**src/rtl/mipi_hs_burst_framer.sv**
```systemverilog
// Single-lane D-PHY transmit byte framer.
// Wraps a valid/ready/last byte stream in one LP->HS->LP lane burst.
module mipi_hs_burst_framer #(
  parameter int         T_LPX     = 2,
  parameter int         T_PREP    = 2,
  parameter int         T_ZERO    = 4,
  parameter int         T_TRAIL   = 2,
  parameter int         T_EXIT    = 3,
  parameter logic [7:0] SYNC_BYTE = 8'hB8
) (
  input  logic       byte_clk,
  input  logic       sys_rst_n,
  input  logic [7:0] in_data,
  input  logic       in_valid,
  input  logic       in_last,
  output logic       in_ready,
  output logic [7:0] hs_data,
  output logic       hs_en,
  output logic [1:0] lp_out,
  output logic       busy,
  output logic       underrun
);

  localparam logic [2:0] IDLE  = 3'd0;
  localparam logic [2:0] LPX   = 3'd1;
  localparam logic [2:0] PREP  = 3'd2;
  localparam logic [2:0] ZERO  = 3'd3;
  localparam logic [2:0] SYNC  = 3'd4;
  localparam logic [2:0] DATA  = 3'd5;
  localparam logic [2:0] TRAIL = 3'd6;
  localparam logic [2:0] EXIT  = 3'd7;

  localparam logic [7:0] LPX_LD   = 8'(T_LPX - 1);
  localparam logic [7:0] PREP_LD  = 8'(T_PREP - 1);
  localparam logic [7:0] ZERO_LD  = 8'(T_ZERO - 1);
  localparam logic [7:0] TRAIL_LD = 8'(T_TRAIL - 1);
  localparam logic [7:0] EXIT_LD  = 8'(T_EXIT - 1);

  logic [2:0] state;
  logic [7:0] cnt;
  logic       last_bit;
  logic [7:0] trail_byte;

  assign in_ready   = (state == DATA);
  assign trail_byte = {8{~last_bit}};

  always_ff @(posedge byte_clk or negedge sys_rst_n) begin
    if (!sys_rst_n) begin
      state    <= IDLE;
      cnt      <= 8'd0;
      last_bit <= 1'b0;
      hs_data  <= 8'h00;
      hs_en    <= 1'b0;
      lp_out   <= 2'b11;
      busy     <= 1'b0;
      underrun <= 1'b0;
    end else begin
      underrun <= 1'b0;
      case (state)
        IDLE: begin
          if (in_valid) begin
            state  <= LPX;
            cnt    <= LPX_LD;
            busy   <= 1'b1;
            lp_out <= 2'b01;
          end
        end
        LPX: begin
          if (cnt == 8'd0) begin
            state  <= PREP;
            cnt    <= PREP_LD;
            lp_out <= 2'b00;
          end else begin
            cnt <= cnt - 8'd1;
          end
        end
        PREP: begin
          if (cnt == 8'd0) begin
            state   <= (T_ZERO == 1) ? SYNC : ZERO;
            cnt     <= ZERO_LD;
            hs_en   <= 1'b1;
            hs_data <= 8'h00;
          end else begin
            cnt <= cnt - 8'd1;
          end
        end
        // SYNC is the final zero byte; its exit edge puts the
        // sync byte on the wire while DATA is already accepting.
        ZERO: begin
          if (cnt <= 8'd1) begin
            state <= SYNC;
            cnt   <= 8'd0;
          end else begin
            cnt <= cnt - 8'd1;
          end
        end
        SYNC: begin
          state    <= DATA;
          hs_data  <= SYNC_BYTE;
          last_bit <= SYNC_BYTE[7];
        end
        DATA: begin
          if (in_valid) begin
            hs_data  <= in_data;
            last_bit <= in_data[7];
            if (in_last) begin
              // one extra count: the final byte is still on the wire
              state <= TRAIL;
              cnt   <= 8'(T_TRAIL);
            end
          end else begin
            underrun <= 1'b1;
            state    <= TRAIL;
            cnt      <= TRAIL_LD;
            hs_data  <= trail_byte;
          end
        end
        TRAIL: begin
          if (cnt == 8'd0) begin
            state   <= EXIT;
            cnt     <= EXIT_LD;
            hs_en   <= 1'b0;
            hs_data <= 8'h00;
            lp_out  <= 2'b11;
          end else begin
            cnt     <= cnt - 8'd1;
            hs_data <= trail_byte;
          end
        end
        EXIT: begin
          if (cnt == 8'd0) begin
            state <= IDLE;
            busy  <= 1'b0;
          end else begin
            cnt <= cnt - 8'd1;
          end
        end
        default: state <= IDLE;
      endcase
    end
  end

endmodule

```
**config.mk**
```make
export PLATFORM = sky130hd
export DESIGN_NAME = mipi_hs_burst_framer
export DESIGN_NICKNAME = d
export VERILOG_FILES = /design/src/rtl/mipi_hs_burst_framer.sv
export SDC_FILE = /design/constraint.sdc
export NUM_CORES = 1
export LEC_CHECK = 0
export ABC_CLOCK_PERIOD_IN_PS = 3600
export CAP_MARGIN = 5
export CORE_AREA = 2 2 82 45
export CTS_CLUSTER_DIAMETER = 50
export DETAILED_ROUTE_END_ITERATION = 12
export DIE_AREA = 0 0 84 47
export PLACE_DENSITY_LB_ADDON = 0.08
export SLEW_MARGIN = 20
export SYNTH_ARGS = -nofsm -noshare
export SYNTH_HDL_FRONTEND = slang
export SYNTH_SLANG_ARGS = --single-unit
```
**constraint.sdc**
```tcl
create_clock -name byte_clk -period 3.6 [get_ports byte_clk]
set_clock_uncertainty 0.2 [all_clocks]
set_input_delay 1.08 -clock byte_clk [delete_from_list [all_inputs] [get_ports byte_clk]]
set_output_delay 1.08 -clock byte_clk [all_outputs]
set_load 0.02 [all_outputs]
```
Word-level counts from Yosys, hierarchy flattened
Cells that the tools add are included.
Widths: inputs -> output; s select.
{ "word_totals": {"wordCells": 77, "output_inout_bits": 14, "ff_bits": 25, "input_bits": 12} }
{ "classes": {"add_sub_neg": 1, "bitwise": 1, "eq_ne": 16, "n_reduce_logical": 15, "n_mux": 35, "n_lt_le_gt_ge": 1} }
{ "op_table": {"columns": ["cell", "count"], "rows": [
  ["$mux 8", 11],
  ["$pmux 8 s7", 1],
  ["$pmux 8 s4", 1],
  ["$mux 3", 8],
  ["$pmux 3 s8", 1],
  ["$ne 2x2->1 const B", 8],
  ["$eq 3x3->1 const B", 4],
  ["$le 8x1->1 const B", 1],
  ["$logic_not 8->1", 1],
  ["$reduce_and 4->1", 2],
  ["$sub 8x1->8 const B", 1],
  ["$reduce_and 7->1", 1],
  ["$reduce_bool 7->1", 1],
  ["$eq 3x2->1 const B", 2],
  ["$mux 1", 6],
  ["$mux 2", 3],
  ["$pmux 1 s2", 3],
  ["$pmux 2 s3", 1],
  ["$reduce_and 3->1", 2],
  ["$reduce_bool 2->1", 3],
  ["$reduce_and 2->1", 2],
  ["$reduce_bool 4->1", 1],
  ["$eq 3x1->1 const B", 1],
  ["$logic_not 3->1", 1],
  ["3 further kinds", 3]
]} }

Longest topological paths before layout
{ "depth": {"ltp_word": 3, "depth_mapped": 10, "ltp_nobuf": 8} }

Worst setup path after synthesis
No wires, ideal clock.
{ "synth_timing": {"path_kind": "input -> register", "startpoint": "input in_last", "endpoint": "register state[0]", "n_path_buf": 0, "arrival_time_ns": 2.261, "required_ns": 3.263, "slack_ns": 1.002, "stages": 5, "setup_time_ns": 0.137, "cell_sequence": "inv_1 -> a32o_1 -> or4_4 -> a2111oi_1 -> a21oi_1"} }
{ "synth_between": {"elab_chain_len": 2} }
{ "synth_lines": {"columns": ["item", "line", "text"], "rows": [
  ["start: declaration", "15", "input logic in_last,"],
  ["$ne 3x3->1 (no line)", null, null],
  ["$reduce_and 7->1 (no line)", null, null],
  ["end signal: assignment", "79", "state <= (T_ZERO == 1) ? SYNC : ZERO;"],
  ["end: declaration", "39", "logic [2:0] state;"]
]} }
No other way between the ends.
A chain may end at the register's enable or synchronous reset.

Final worst setup path
{ "layout_timing": {"startpoint": "register state[1]", "endpoint": "output in_ready"} }
{ "layout_between": {"elab_chain_len": 1} }
{ "layout_lines": {"columns": ["item", "line", "text"], "rows": [
  ["$eq 3x3->1", "44", "assign in_ready = (state == DATA);"],
  ["end: declaration", "16", "output logic in_ready,"]
]} }
No other way between the ends.

==> summary.txt <==
Outcome
  – Status: completed

Clock tree
  – H-tree depth: 1
  – Clk_lat worst skew: 270 ps
  – Sink Count: 25
  – Max clock buf depth: 2
  – Hold buffers post-CTS: 0
  – CTS tree: yes
  – Clk slew on worst S/H paths: 80 ps
  – Root buf cell: clkbuf_8
  – Number of CTS-inserted buffers: 3
  – Total setup buffers inserted after CTS: 0
  – Post-CTS sizing: 0

Place
  – PortBufs: 25
  – GP Congestion: 0.854
  – Placed wire-length estimate: 3420 µm

Synthesis
  – Seq cells post-synth: 25
  – Area leader, netlist: dfrtp_1
  – Yosys warns: 0
  – Syn_nets: 212
  – Post-synthesis sequential area ratio: 37.1%
  – Post-synth ARST share: 100%
  – Synth area leaders: dfrtp_1, nand2_1, ha_1
  – Synth top area share: between 30% and 40%
  – Post-synth EDFFs: 0
  – Ys flop type: dfrtp_1
  – Synth Cell Area: 1690 µm²
  – Synth cell types: 51
  – Synth Area per Inst: 8.81 µm²
  – Cells after synthesis: 192

Detailed routing
  – Post-DRT Antenna Nets: 0
  – Vias: 1600
  – Drt total wl: 4460 µm
  – Routed wire per std cell: 17.3 µm
  – DRC: 0
  – DRT Pass-1 Iters: 5
  – Starting DRT DRC Count: approximately 250
  – Avg Vias per Cell: 6.23

GRT
  – First-pass GRT wire length: 7250 µm
  – Total GRT Usage: between 20% and 30%
  – Vias in the first global route: 1394
  – Global route overflow: 0
  – Largest net degree at the start of global routing: 24
  – Antenna violations before repair: 0

Die
  – Initial Utilization: 52.1%
  – Die area: ~4000 µm²
  – Core area: 3250 µm²
  – Die X: 84 µm
  – Site Rows: 15
  – Boundary pin count: 26
  – Die Ht: ~47 µm

STA
  – Fin crit share: 90.5%
  – Final hold slack: 284 ps
  – Setup-failing EPs final: 0
  – Worst Max-Slew Pin Slew: 808 ps
  – Slew Viols, Final: 0
  – F_max: 307 MHz
  – RSZ-0062 raised after global routing: no
  – Slew margin rel.: a little under half
  – Final Hold Viols: 0
  – Accumulated negative setup slack: 0 ps
  – Min Tclk post-route: 3260 ps

Critical path
  – Worst r2r src: state[0]$_DFFE_PN0P_
  – Required @ worst endpoint: 2320 ps
  – Maximum fanout along the worst path: 10
  – Crit path cell chain: inv_1, ha_1, nand2_8, inv_2, clkdlybuf4s50_1
  – Slowest-stage cell, CP: clkdlybuf4s50_1
  – Worst EP arrival: 1980 ps
  – R2R setup slack: 900 ps
  – R2R depth: 7
  – CP delay by family, top: buffers and inverters
  – Max incr delay on CP: 590 ps
  – Worst setup SP type: flop
  – Sum of buffers and inverters on the critical path: 3
  – Crit path capture type: primary output
  – CP Class: reg -> out
  – Critical path depth in cells: 5
  – FF-to-FF End: cnt[3]$_DFFE_PN0P_

Layout
  – Share of cells above drive strength 1: 9.30%
  – Layout area overhead: 17.5%
  – N_diodes: 0
  – Nets: 236
  – Commonest non-fill, non-tap cells in the layout: nand2_1, clkdlybuf4s50_1, dfrtp_1, nor2_1, a21oi_1
  – Most common cell after layout, fill and taps aside: nand2_1

Power
  – Leak: ~0.84 nW
  – Power density over cell area: 992 nW/µm²
  – Peak supply drop: 0.474 mV

Run
  – Max Cap Violations: 0

Min path
  – Min-delay src: lp_out[0]$_DFFE_PN1P_
  – Hold Path Class: reg -> reg
  – Hold EP: lp_out[0]$_DFFE_PN1P_
  – Worst Hold Path Cells: 2
[kinds of logic (layout without fill, tap and decap cells)]
logic type / Yosys count / in the layout / share of synthesized area [%]
multiplexers: 3 / 3 / 1.85
flip-flops: 25 / 25 / 37.1
AO/OA/AOI/OAI: 71 / 71 / 28.3
buffers and inverters: 20 / 43 / 7.32
AND/OR/NAND/NOR: 65 / 65 / 19.5
adder cells (fa/ha/maj): 8 / 8 / 5.92
[worst min-delay path, stage by stage (launching register included)]
cell	delay (ps)
dfstp_2	380
o21ai_0	60
nand2_1	50
[sequential cells by signal (all words and copies together), names as in the netlist]
signal    cells
cnt           8
hs_data       8
state         3
lp_out        2
busy          1
hs_en         1
last_bit      1
underrun      1
[synth_stat cells (all sizes together), types with 2 or more instances]
master and n:
nand2 29, dfrtp 23, nor2 20, a21oi 19
o21ai 14, inv 9, ha 8, o2bb2ai 8
buf 7, a22oi 5, clkbuf 4, a22o 3
nand2b 3, o31ai 3, or4 3, a2111oi 2
a21o 2, dfstp 2, mux2i 2, nand3 2
nor3 2, o21a 2, o22ai 2, or2 2
[how the worst max path moves through the flow]
stage	start	to	slack [ps]
5_1_grt	state[1]$_DFFE_PN0P_	in_ready	250
3_3_place_gp	in_valid	state[0]$_DFFE_PN0P_	390
3_5_place_dp	in_valid	state[0]$_DFFE_PN0P_	270
4_1_cts	state[1]$_DFFE_PN0P_	in_ready	330
2_1_floorplan	in_last	state[0]$_DFFE_PN0P_	1000
6_report	state[1]$_DFFE_PN0P_	in_ready	340
[where the power goes]
part           internal, mW  switching, mW  total, mW
Combinational         0.523          0.797       1.32
Sequential            0.383          0.101      0.485
Clock                0.0793         0.0880      0.167
[cell type report]
class	instances	area [µm²]
Sequential cell	25	628
Inverter	9	33.8
Tap cell	42	52.6
Fill cell	276	1260
Multi-Input combinational cell	147	940
Timing Repair Buffer	30	288
Clock buffer	4	45.0
[metrics by stage]
| step | worst slack, ps | util [%] | std cells | total power [mW] | instance area, µm² |
|---|---|---|---|---|---|
| after global routing | 251 | 61.2 | 257 | 2.12 | 1990 |
| after floorplan | 1000 | - | 192 | 1.44 | 1690 |
| after detailed placement | 272 | 59.8 | 253 | 1.76 | 1940 |
| after global placement | 391 | 59.8 | 253 | 1.70 | 1940 |
| after CTS | 334 | 61.2 | 257 | 1.94 | 1990 |
| final | 342 | 61.2 | 257 | 1.97 | 1990 |
[routing by layer]
layer | vias to the layer above | GRT usage (%) | share of wire, %
met5 | - | 0 | 0
met4 | 0 | 4.84 | 0.47
met3 | 6 | 4.39 | 8.1
met2 | 90 | 35.7 | 41
met1 | 759 | 37.8 | 50
li1 | 745 | - | -
Power figures use the tool's default switching activity.
